--- src/rtl/pic_cpu_bus_master_if.sv ---
// Bundle of the command/response handshake and the PIC CPU bus pins.
// master: the bus initiator's view. slave: the command source and PIC side.
interface pic_cpu_bus_master_if;
    logic       cmd_valid;
    logic       cmd_ready;
    logic       cmd_write;
    logic       cmd_a0;
    logic [7:0] cmd_data;
    logic       rsp_valid;
    logic [7:0] rsp_data;
    logic       CS_n;
    logic       WR_n;
    logic       RD_n;
    logic       A0;
    logic [7:0] data_out;
    logic       data_oe;
    logic [7:0] data_in;

    modport master (
        input  cmd_valid, cmd_write, cmd_a0, cmd_data, data_in,
        output cmd_ready, rsp_valid, rsp_data, CS_n, WR_n, RD_n, A0, data_out, data_oe
    );

    modport slave (
        output cmd_valid, cmd_write, cmd_a0, cmd_data, data_in,
        input  cmd_ready, rsp_valid, rsp_data, CS_n, WR_n, RD_n, A0, data_out, data_oe
    );
endinterface

--- src/rtl/pic_cpu_bus_master.sv ---
// 8259 PIC CPU-bus initiator: turns single-beat commands into timed
// CS_n/WR_n/RD_n/A0 cycles. Define PIC_BUS_INIT_SEQ_EN to include the
// ICW1..ICW4 hardware initialization sequencer; without it the init
// inputs are ignored and init_busy/init_done stay 0.
module pic_cpu_bus_master #(
    parameter int unsigned SETUP_CYC  = 1,
    parameter int unsigned STROBE_CYC = 2,
    parameter int unsigned HOLD_CYC   = 1
) (
    input  logic                        clk,
    input  logic                        rst_n,
    pic_cpu_bus_master_if.master        bus,
    input  logic                        init_start,
    input  logic [7:0]                  icw1,
    input  logic [7:0]                  icw2,
    input  logic [7:0]                  icw3,
    input  logic [7:0]                  icw4,
    output logic                        init_busy,
    output logic                        init_done
);
    localparam int unsigned Max1   = (SETUP_CYC > STROBE_CYC) ? SETUP_CYC : STROBE_CYC;
    localparam int unsigned MaxCyc = (Max1 > HOLD_CYC) ? Max1 : HOLD_CYC;
    localparam int unsigned CntW   = (MaxCyc > 1) ? $clog2(MaxCyc) : 1;

    typedef logic [CntW-1:0] cnt_t;
    typedef enum logic [1:0] {CycIdle, CycSetup, CycStrobe, CycHold} cyc_state_e;

    cyc_state_e cyc_state;
    cnt_t       cnt;
    logic       cyc_write;

    logic       seq_req;
    logic       seq_a0;
    logic [7:0] seq_data;
    logic       init_accept;

    logic       cyc_idle;
    logic       start_cmd;
    logic       launch;
    logic       launch_write;
    logic       launch_a0;
    logic [7:0] launch_data;

    assign cyc_idle      = (cyc_state == CycIdle);
    // An accepted init_start takes priority over a same-cycle command.
    assign bus.cmd_ready = cyc_idle && !init_busy && !init_accept;
    assign start_cmd     = bus.cmd_valid && bus.cmd_ready;
    assign launch        = seq_req || start_cmd;
    assign launch_write  = seq_req ? 1'b1 : bus.cmd_write;
    assign launch_a0     = seq_req ? seq_a0 : bus.cmd_a0;
    assign launch_data   = seq_req ? seq_data : bus.cmd_data;

    // Bus cycle FSM: every phase loads N-1 into the down-counter and advances at 0.
    always_ff @(posedge clk or negedge rst_n) begin
        if (!rst_n) begin
            cyc_state     <= CycIdle;
            cnt           <= '0;
            cyc_write     <= 1'b0;
            bus.CS_n      <= 1'b1;
            bus.WR_n      <= 1'b1;
            bus.RD_n      <= 1'b1;
            bus.A0        <= 1'b0;
            bus.data_out  <= 8'h00;
            bus.data_oe   <= 1'b0;
            bus.rsp_valid <= 1'b0;
            bus.rsp_data  <= 8'h00;
        end else begin
            bus.rsp_valid <= 1'b0;
            unique case (cyc_state)
                CycIdle: begin
                    if (launch) begin
                        cyc_state    <= CycSetup;
                        cnt          <= cnt_t'(SETUP_CYC - 1);
                        cyc_write    <= launch_write;
                        bus.CS_n     <= 1'b0;
                        bus.A0       <= launch_a0;
                        bus.data_out <= launch_data;
                        bus.data_oe  <= launch_write;
                    end
                end
                CycSetup: begin
                    if (cnt == '0) begin
                        cyc_state <= CycStrobe;
                        cnt       <= cnt_t'(STROBE_CYC - 1);
                        bus.WR_n  <= ~cyc_write;
                        bus.RD_n  <= cyc_write;
                    end else begin
                        cnt <= cnt - 1'b1;
                    end
                end
                CycStrobe: begin
                    if (cnt == '0) begin
                        cyc_state <= CycHold;
                        cnt       <= cnt_t'(HOLD_CYC - 1);
                        bus.WR_n  <= 1'b1;
                        bus.RD_n  <= 1'b1;
                        // Read data is taken on the last strobe-low cycle.
                        if (!cyc_write) begin
                            bus.rsp_data <= bus.data_in;
                        end
                    end else begin
                        cnt <= cnt - 1'b1;
                    end
                end
                CycHold: begin
                    if (cnt == '0) begin
                        cyc_state     <= CycIdle;
                        bus.CS_n      <= 1'b1;
                        bus.data_oe   <= 1'b0;
                        bus.rsp_valid <= ~cyc_write;
                    end else begin
                        cnt <= cnt - 1'b1;
                    end
                end
            endcase
        end
    end

`ifdef PIC_BUS_INIT_SEQ_EN
    typedef enum logic [2:0] {
        InitIdle, InitIcw1, InitIcw2, InitIcw3, InitIcw4, InitDone
    } init_state_e;

    init_state_e init_state;
    init_state_e init_next;
    logic [7:0]  icw1_q, icw2_q, icw3_q, icw4_q;
    logic        launched;
    logic        hold_end;

    assign init_accept = init_start && !init_busy;
    assign hold_end    = (cyc_state == CycHold) && (cnt == '0);
    assign seq_req     = init_busy && cyc_idle && !launched;

    // Word and A0 for the current ICW, plus the following state with skips folded in.
    always_comb begin
        seq_data  = 8'h00;
        seq_a0    = 1'b1;
        init_next = init_state;
        unique case (init_state)
            InitIcw1: begin
                seq_data  = icw1_q | 8'h10;
                seq_a0    = 1'b0;
                init_next = InitIcw2;
            end
            InitIcw2: begin
                seq_data  = icw2_q;
                init_next = !icw1_q[1] ? InitIcw3 : (icw1_q[0] ? InitIcw4 : InitDone);
            end
            InitIcw3: begin
                seq_data  = icw3_q;
                init_next = icw1_q[0] ? InitIcw4 : InitDone;
            end
            InitIcw4: begin
                seq_data  = icw4_q;
                init_next = InitDone;
            end
            default: ;
        endcase
    end

    // Init sequencer: one write per ICW state, advancing when that write's hold ends.
    always_ff @(posedge clk or negedge rst_n) begin
        if (!rst_n) begin
            init_state <= InitIdle;
            icw1_q     <= 8'h00;
            icw2_q     <= 8'h00;
            icw3_q     <= 8'h00;
            icw4_q     <= 8'h00;
            launched   <= 1'b0;
            init_busy  <= 1'b0;
            init_done  <= 1'b0;
        end else if (init_accept) begin
            init_state <= InitIcw1;
            icw1_q     <= icw1;
            icw2_q     <= icw2;
            icw3_q     <= icw3;
            icw4_q     <= icw4;
            launched   <= 1'b0;
            init_busy  <= 1'b1;
            init_done  <= 1'b0;
        end else begin
            unique case (init_state)
                InitIcw1, InitIcw2, InitIcw3, InitIcw4: begin
                    if (seq_req) begin
                        launched <= 1'b1;
                    end else if (launched && hold_end) begin
                        launched   <= 1'b0;
                        init_state <= init_next;
                        if (init_next == InitDone) begin
                            init_busy <= 1'b0;
                            init_done <= 1'b1;
                        end
                    end
                end
                InitDone: init_state <= InitIdle;
                default:  init_state <= InitIdle;
            endcase
        end
    end
`else
    logic unused_init;

    assign unused_init = ^{init_start, icw1, icw2, icw3, icw4};
    assign init_accept = 1'b0;
    assign seq_req     = 1'b0;
    assign seq_a0      = 1'b0;
    assign seq_data    = 8'h00;
    assign init_busy   = 1'b0;
    assign init_done   = 1'b0;
`endif
endmodule

--- src/flat_wrapper.sv ---
// flat-port wrapper written by rule: the top's interface ports become plain ports
module pic_cpu_bus_master_flat 
#(
    parameter int unsigned SETUP_CYC  = 1,
    parameter int unsigned STROBE_CYC = 2,
    parameter int unsigned HOLD_CYC   = 1
)
  (clk, rst_n, init_start, icw1, icw2, icw3, icw4, init_busy, init_done, bus_cmd_valid, bus_cmd_write, bus_cmd_a0, bus_cmd_data, bus_data_in, bus_cmd_ready, bus_rsp_valid, bus_rsp_data, bus_CS_n, bus_WR_n, bus_RD_n, bus_A0, bus_data_out, bus_data_oe);
  pic_cpu_bus_master_if bus_i ();
  input  logic clk;
  input  logic rst_n;
  input  logic init_start;
  input  logic [7:0] icw1;
  input  logic [7:0] icw2;
  input  logic [7:0] icw3;
  input  logic [7:0] icw4;
  output logic init_busy;
  output logic init_done;
  input wire logic [$bits(bus_i.cmd_valid)-1:0] bus_cmd_valid;
  input wire logic [$bits(bus_i.cmd_write)-1:0] bus_cmd_write;
  input wire logic [$bits(bus_i.cmd_a0)-1:0] bus_cmd_a0;
  input wire logic [$bits(bus_i.cmd_data)-1:0] bus_cmd_data;
  input wire logic [$bits(bus_i.data_in)-1:0] bus_data_in;
  output wire logic [$bits(bus_i.cmd_ready)-1:0] bus_cmd_ready;
  output wire logic [$bits(bus_i.rsp_valid)-1:0] bus_rsp_valid;
  output wire logic [$bits(bus_i.rsp_data)-1:0] bus_rsp_data;
  output wire logic [$bits(bus_i.CS_n)-1:0] bus_CS_n;
  output wire logic [$bits(bus_i.WR_n)-1:0] bus_WR_n;
  output wire logic [$bits(bus_i.RD_n)-1:0] bus_RD_n;
  output wire logic [$bits(bus_i.A0)-1:0] bus_A0;
  output wire logic [$bits(bus_i.data_out)-1:0] bus_data_out;
  output wire logic [$bits(bus_i.data_oe)-1:0] bus_data_oe;
  assign bus_i.cmd_valid = bus_cmd_valid;
  assign bus_i.cmd_write = bus_cmd_write;
  assign bus_i.cmd_a0 = bus_cmd_a0;
  assign bus_i.cmd_data = bus_cmd_data;
  assign bus_i.data_in = bus_data_in;
  assign bus_cmd_ready = bus_i.cmd_ready;
  assign bus_rsp_valid = bus_i.rsp_valid;
  assign bus_rsp_data = bus_i.rsp_data;
  assign bus_CS_n = bus_i.CS_n;
  assign bus_WR_n = bus_i.WR_n;
  assign bus_RD_n = bus_i.RD_n;
  assign bus_A0 = bus_i.A0;
  assign bus_data_out = bus_i.data_out;
  assign bus_data_oe = bus_i.data_oe;
  pic_cpu_bus_master #(.SETUP_CYC(SETUP_CYC), .STROBE_CYC(STROBE_CYC), .HOLD_CYC(HOLD_CYC)) u_core (.clk(clk), .rst_n(rst_n), .bus(bus_i), .init_start(init_start), .icw1(icw1), .icw2(icw2), .icw3(icw3), .icw4(icw4), .init_busy(init_busy), .init_done(init_done));
endmodule
--- config.mk ---
export PLATFORM = sky130hd
export DESIGN_NAME = pic_cpu_bus_master_flat
export DESIGN_NICKNAME = d
export VERILOG_FILES = /design/src/rtl/pic_cpu_bus_master_if.sv /design/src/rtl/pic_cpu_bus_master.sv /design/src/flat_wrapper.sv
export SDC_FILE = /design/constraint.sdc
export NUM_CORES = 1
export LEC_CHECK = 0
export CAP_MARGIN = 20
export CORE_UTILIZATION = 25
export DETAILED_ROUTE_END_ITERATION = 7
export SYNTH_ARGS = -nofsm -noshare
export SYNTH_HDL_FRONTEND = slang
export SYNTH_SLANG_ARGS = --single-unit
--- constraint.sdc ---
create_clock -name clk -period 3.72 [get_ports clk]
set_clock_uncertainty 0.15 [all_clocks]
set_input_delay 0.558 -clock clk [delete_from_list [all_inputs] [get_ports clk]]
set_output_delay 0.558 -clock clk [all_outputs]
set_load 0.005 [all_outputs]
==> flow_metrics.env <==
export IMPL_status="finished, final reports clean"
export IMPL_synth_avg_cell_area_um2=13.7
export IMPL_hold_viol_final=0
export IMPL_dp_hpwl_um=1730
export IMPL_holdBufCountCts=0
export IMPL_maxCapViolCount=0
export IMPL_timing_final_setup_violations=0
export IMPL_drt_wirelength_per_cell_um=12.3
export IMPL_cts_buffers=3
export IMPL_rows=24
export IMPL_worst_hold_slack_ns=0.362
export IMPL_seq_area_frac_synth=0.570
export IMPL_place_gp_congestion=0.717
export IMPL_dieArea_um2=4870
export IMPL_drc=0
export IMPL_portBuffers=43
export IMPL_p_leak_nw=0.735
export IMPL_vias=798
export IMPL_clockBufferDepth=2
export IMPL_coreArea_um2=4380
export IMPL_first_iter_violations=5
export IMPL_synth_async_reset_ratio=1.00
export IMPL_utilization=0.391
export IMPL_crit_fanout=8
export IMPL_required_ns=3.01
export IMPL_die_h_um=69.8
export IMPL_antenna_left=0
export IMPL_num_antenna_cells=0
export IMPL_cts_sinks=26
export IMPL_synth_edf_count=0
export IMPL_min_delay_path_class="reg2reg"
export IMPL_drt_total_wl_um=2220
export IMPL_path_class="reg2out"
export IMPL_layout_commonest_cell="clkdlybuf4s50_1"
export IMPL_grt_use_total=0.0942
export IMPL_root_buffer="clkbuf_8"
export IMPL_cp_start_kind="flip-flop"
export IMPL_post_cts_resized=0
export IMPL_ys_ff_latch=26
export IMPL_start_util=0.262
export IMPL_synth_cells=84
export IMPL_final_cell_mix="clkdlybuf4s50_1 (43), dfrtp_1 (23), mux2_2 (10)"
export IMPL_grt_setup_unrepaired="false"
export IMPL_via_per_inst=4.41
export IMPL_firstDrtPassIters=4
export IMPL_max_slew_margin_rel=0.662
export IMPL_worst_ep_arrival_time_ns=1.66
export IMPL_grt_max_degree=19
export IMPL_antenna_found_initial=0
export IMPL_drv_slew=0
export IMPL_fin_crit_sh=0.635
export IMPL_max_freq_ghz=0.423
export IMPL_syn_cell_area_um2=1150
export IMPL_syn2layout_area_growth_pct=49.3
export IMPL_drive_above_1_share=0.240
export IMPL_synth_flop_cell="dfrtp_1"
export IMPL_min_period_ns=2.36
export IMPL_fin_setup_tns_ns=0
export IMPL_die_x_um=69.8
export IMPL_insertion_delay_ns=0.27
export IMPL_overflow=0
export IMPL_powerDensity_nw_per_um2=828
export IMPL_peakVddDrop_v=0.000381
export IMPL_grt_pass1_vias=872
export IMPL_fillers=420
export IMPL_grt_pass1_wl_um=3730
export IMPL_critPathCaptureType="output port"
export IMPL_cts_tree="yes"
export IMPL_tightest_slew_ns=0.506
export IMPL_ys_warn_count=0
export IMPL_cts_setup_buffers=0
export IMPL_yosysUniqueCellTypes=27
export IMPL_fin_nets=188
export IMPL_cts_htree_levels=1
export IMPL_top_level_ports=79
export IMPL_clk_pin_slew_worst_paths_ns=0.09
==> area by class of cell <==
type	instances	area [um^2]	share of cell area
clock buffer	3	41.3	0.0241
clock inverter	1	30.0	0.0175
inverter	4	15.0	0.00875
multi-input combinational	51	452	0.263
sequential	26	654	0.381
tap	52	65.1	0.0379
timing repair buffer	44	458	0.267
==> worst max-delay path, cell delays in order (launching register included) <==
cell,delay [ns]
dfrtp_1,0.41
inv_1,0.11
ha_1,0.31
clkdlybuf4s50_1,0.55
==> path summary, 6_finish.rpt <==
path                                                     from                                 end  slack [ns]  cells after the start
max in group asynchronous                               rst_n         u_core.bus.RD_n$_DFFE_PN1P_        2.41                      2
min in group asynchronous                               rst_n  u_core.bus.data_out[6]$_DFFE_PN0P_        0.47                      1
setup / recovery              u_core.cyc_state[0]$_DFFE_PN0P_                       bus_cmd_ready        1.36                      3
hold / removal             u_core.bus.data_out[0]$_DFFE_PN0P_  u_core.bus.data_out[0]$_DFFE_PN0P_        0.36                      1
hold reg to reg            u_core.bus.data_out[0]$_DFFE_PN0P_  u_core.bus.data_out[0]$_DFFE_PN0P_        0.36                      1
setup reg to reg              u_core.cyc_state[0]$_DFFE_PN0P_  u_core.bus.data_out[7]$_DFFE_PN0P_        1.93                      4
==> where the power goes <==
part	internal, mW	switching [mW]	total (mW)
registers	0.431	0.0799	0.510
logic	0.445	0.231	0.676
clock network	0.144	0.0891	0.233
==> through the flow <==
stage / std cells / instance area (um^2) / setup WS [ns] / power [mW]
2_1_floorplan: 85 / 1150 / 2.11 / 0.877
6_report: 181 / 1720 / 1.36 / 1.42
3_3_place_gp: 176 / 1620 / 1.61 / 1.18
3_5_place_dp: 177 / 1640 / 1.66 / 1.20
4_1_cts: 181 / 1720 / 1.33 / 1.45
5_1_grt: 181 / 1720 / 1.26 / 1.52
==> cell usage after synthesis (2+ instances only) <==
| cell | n | area share |
|---|---|---|
| inv_1 | 4 | 0.013 |
| a21oi_1 | 4 | 0.017 |
| ha_1 | 4 | 0.044 |
| o22a_1 | 2 | 0.015 |
| dfstp_2 | 3 | 0.069 |
| dfrtp_1 | 23 | 0.50 |
| buf_4 | 2 | 0.013 |
| mux2_4 | 8 | 0.10 |
| nor2_1 | 5 | 0.016 |
| nand2_1 | 3 | 0.0098 |
| mux2_2 | 10 | 0.098 |
==> kinds of logic (layout without fill, tap and decap cells) <==
kind of cell    count (synthesis)  in the layout  synth area share
compound gates                 11             11            0.0665
buf+inv                         8             52            0.0403
flops                          26             26             0.570
mux                            19             19             0.211
other cells                     1              2           0.00326
fa+ha+maj                       4              4            0.0436
simple gates                   15             15            0.0654
==> registers in the layout, summed over array words and instances, names as in the netlist <==
name,cells
u_core.bus.data_out,8
u_core.bus.rsp_data,8
u_core.cyc_state,2
u_core.bus.A0,1
u_core.bus.CS_n,1
u_core.bus.RD_n,1
u_core.bus.WR_n,1
u_core.bus.data_oe,1
u_core.bus.rsp_valid,1
u_core.cnt,1
u_core.cyc_write,1
==> layer usage <==
| metal | GRT usage | share of wire |
|---|---|---|
| met1 | 0.107 | 0.41 |
| met2 | 0.174 | 0.52 |
| met3 | 0.0262 | 0.074 |
| met4 | 0.0200 | 0 |
| met5 | 0 | 0 |
Power figures use the tool's default switching activity.
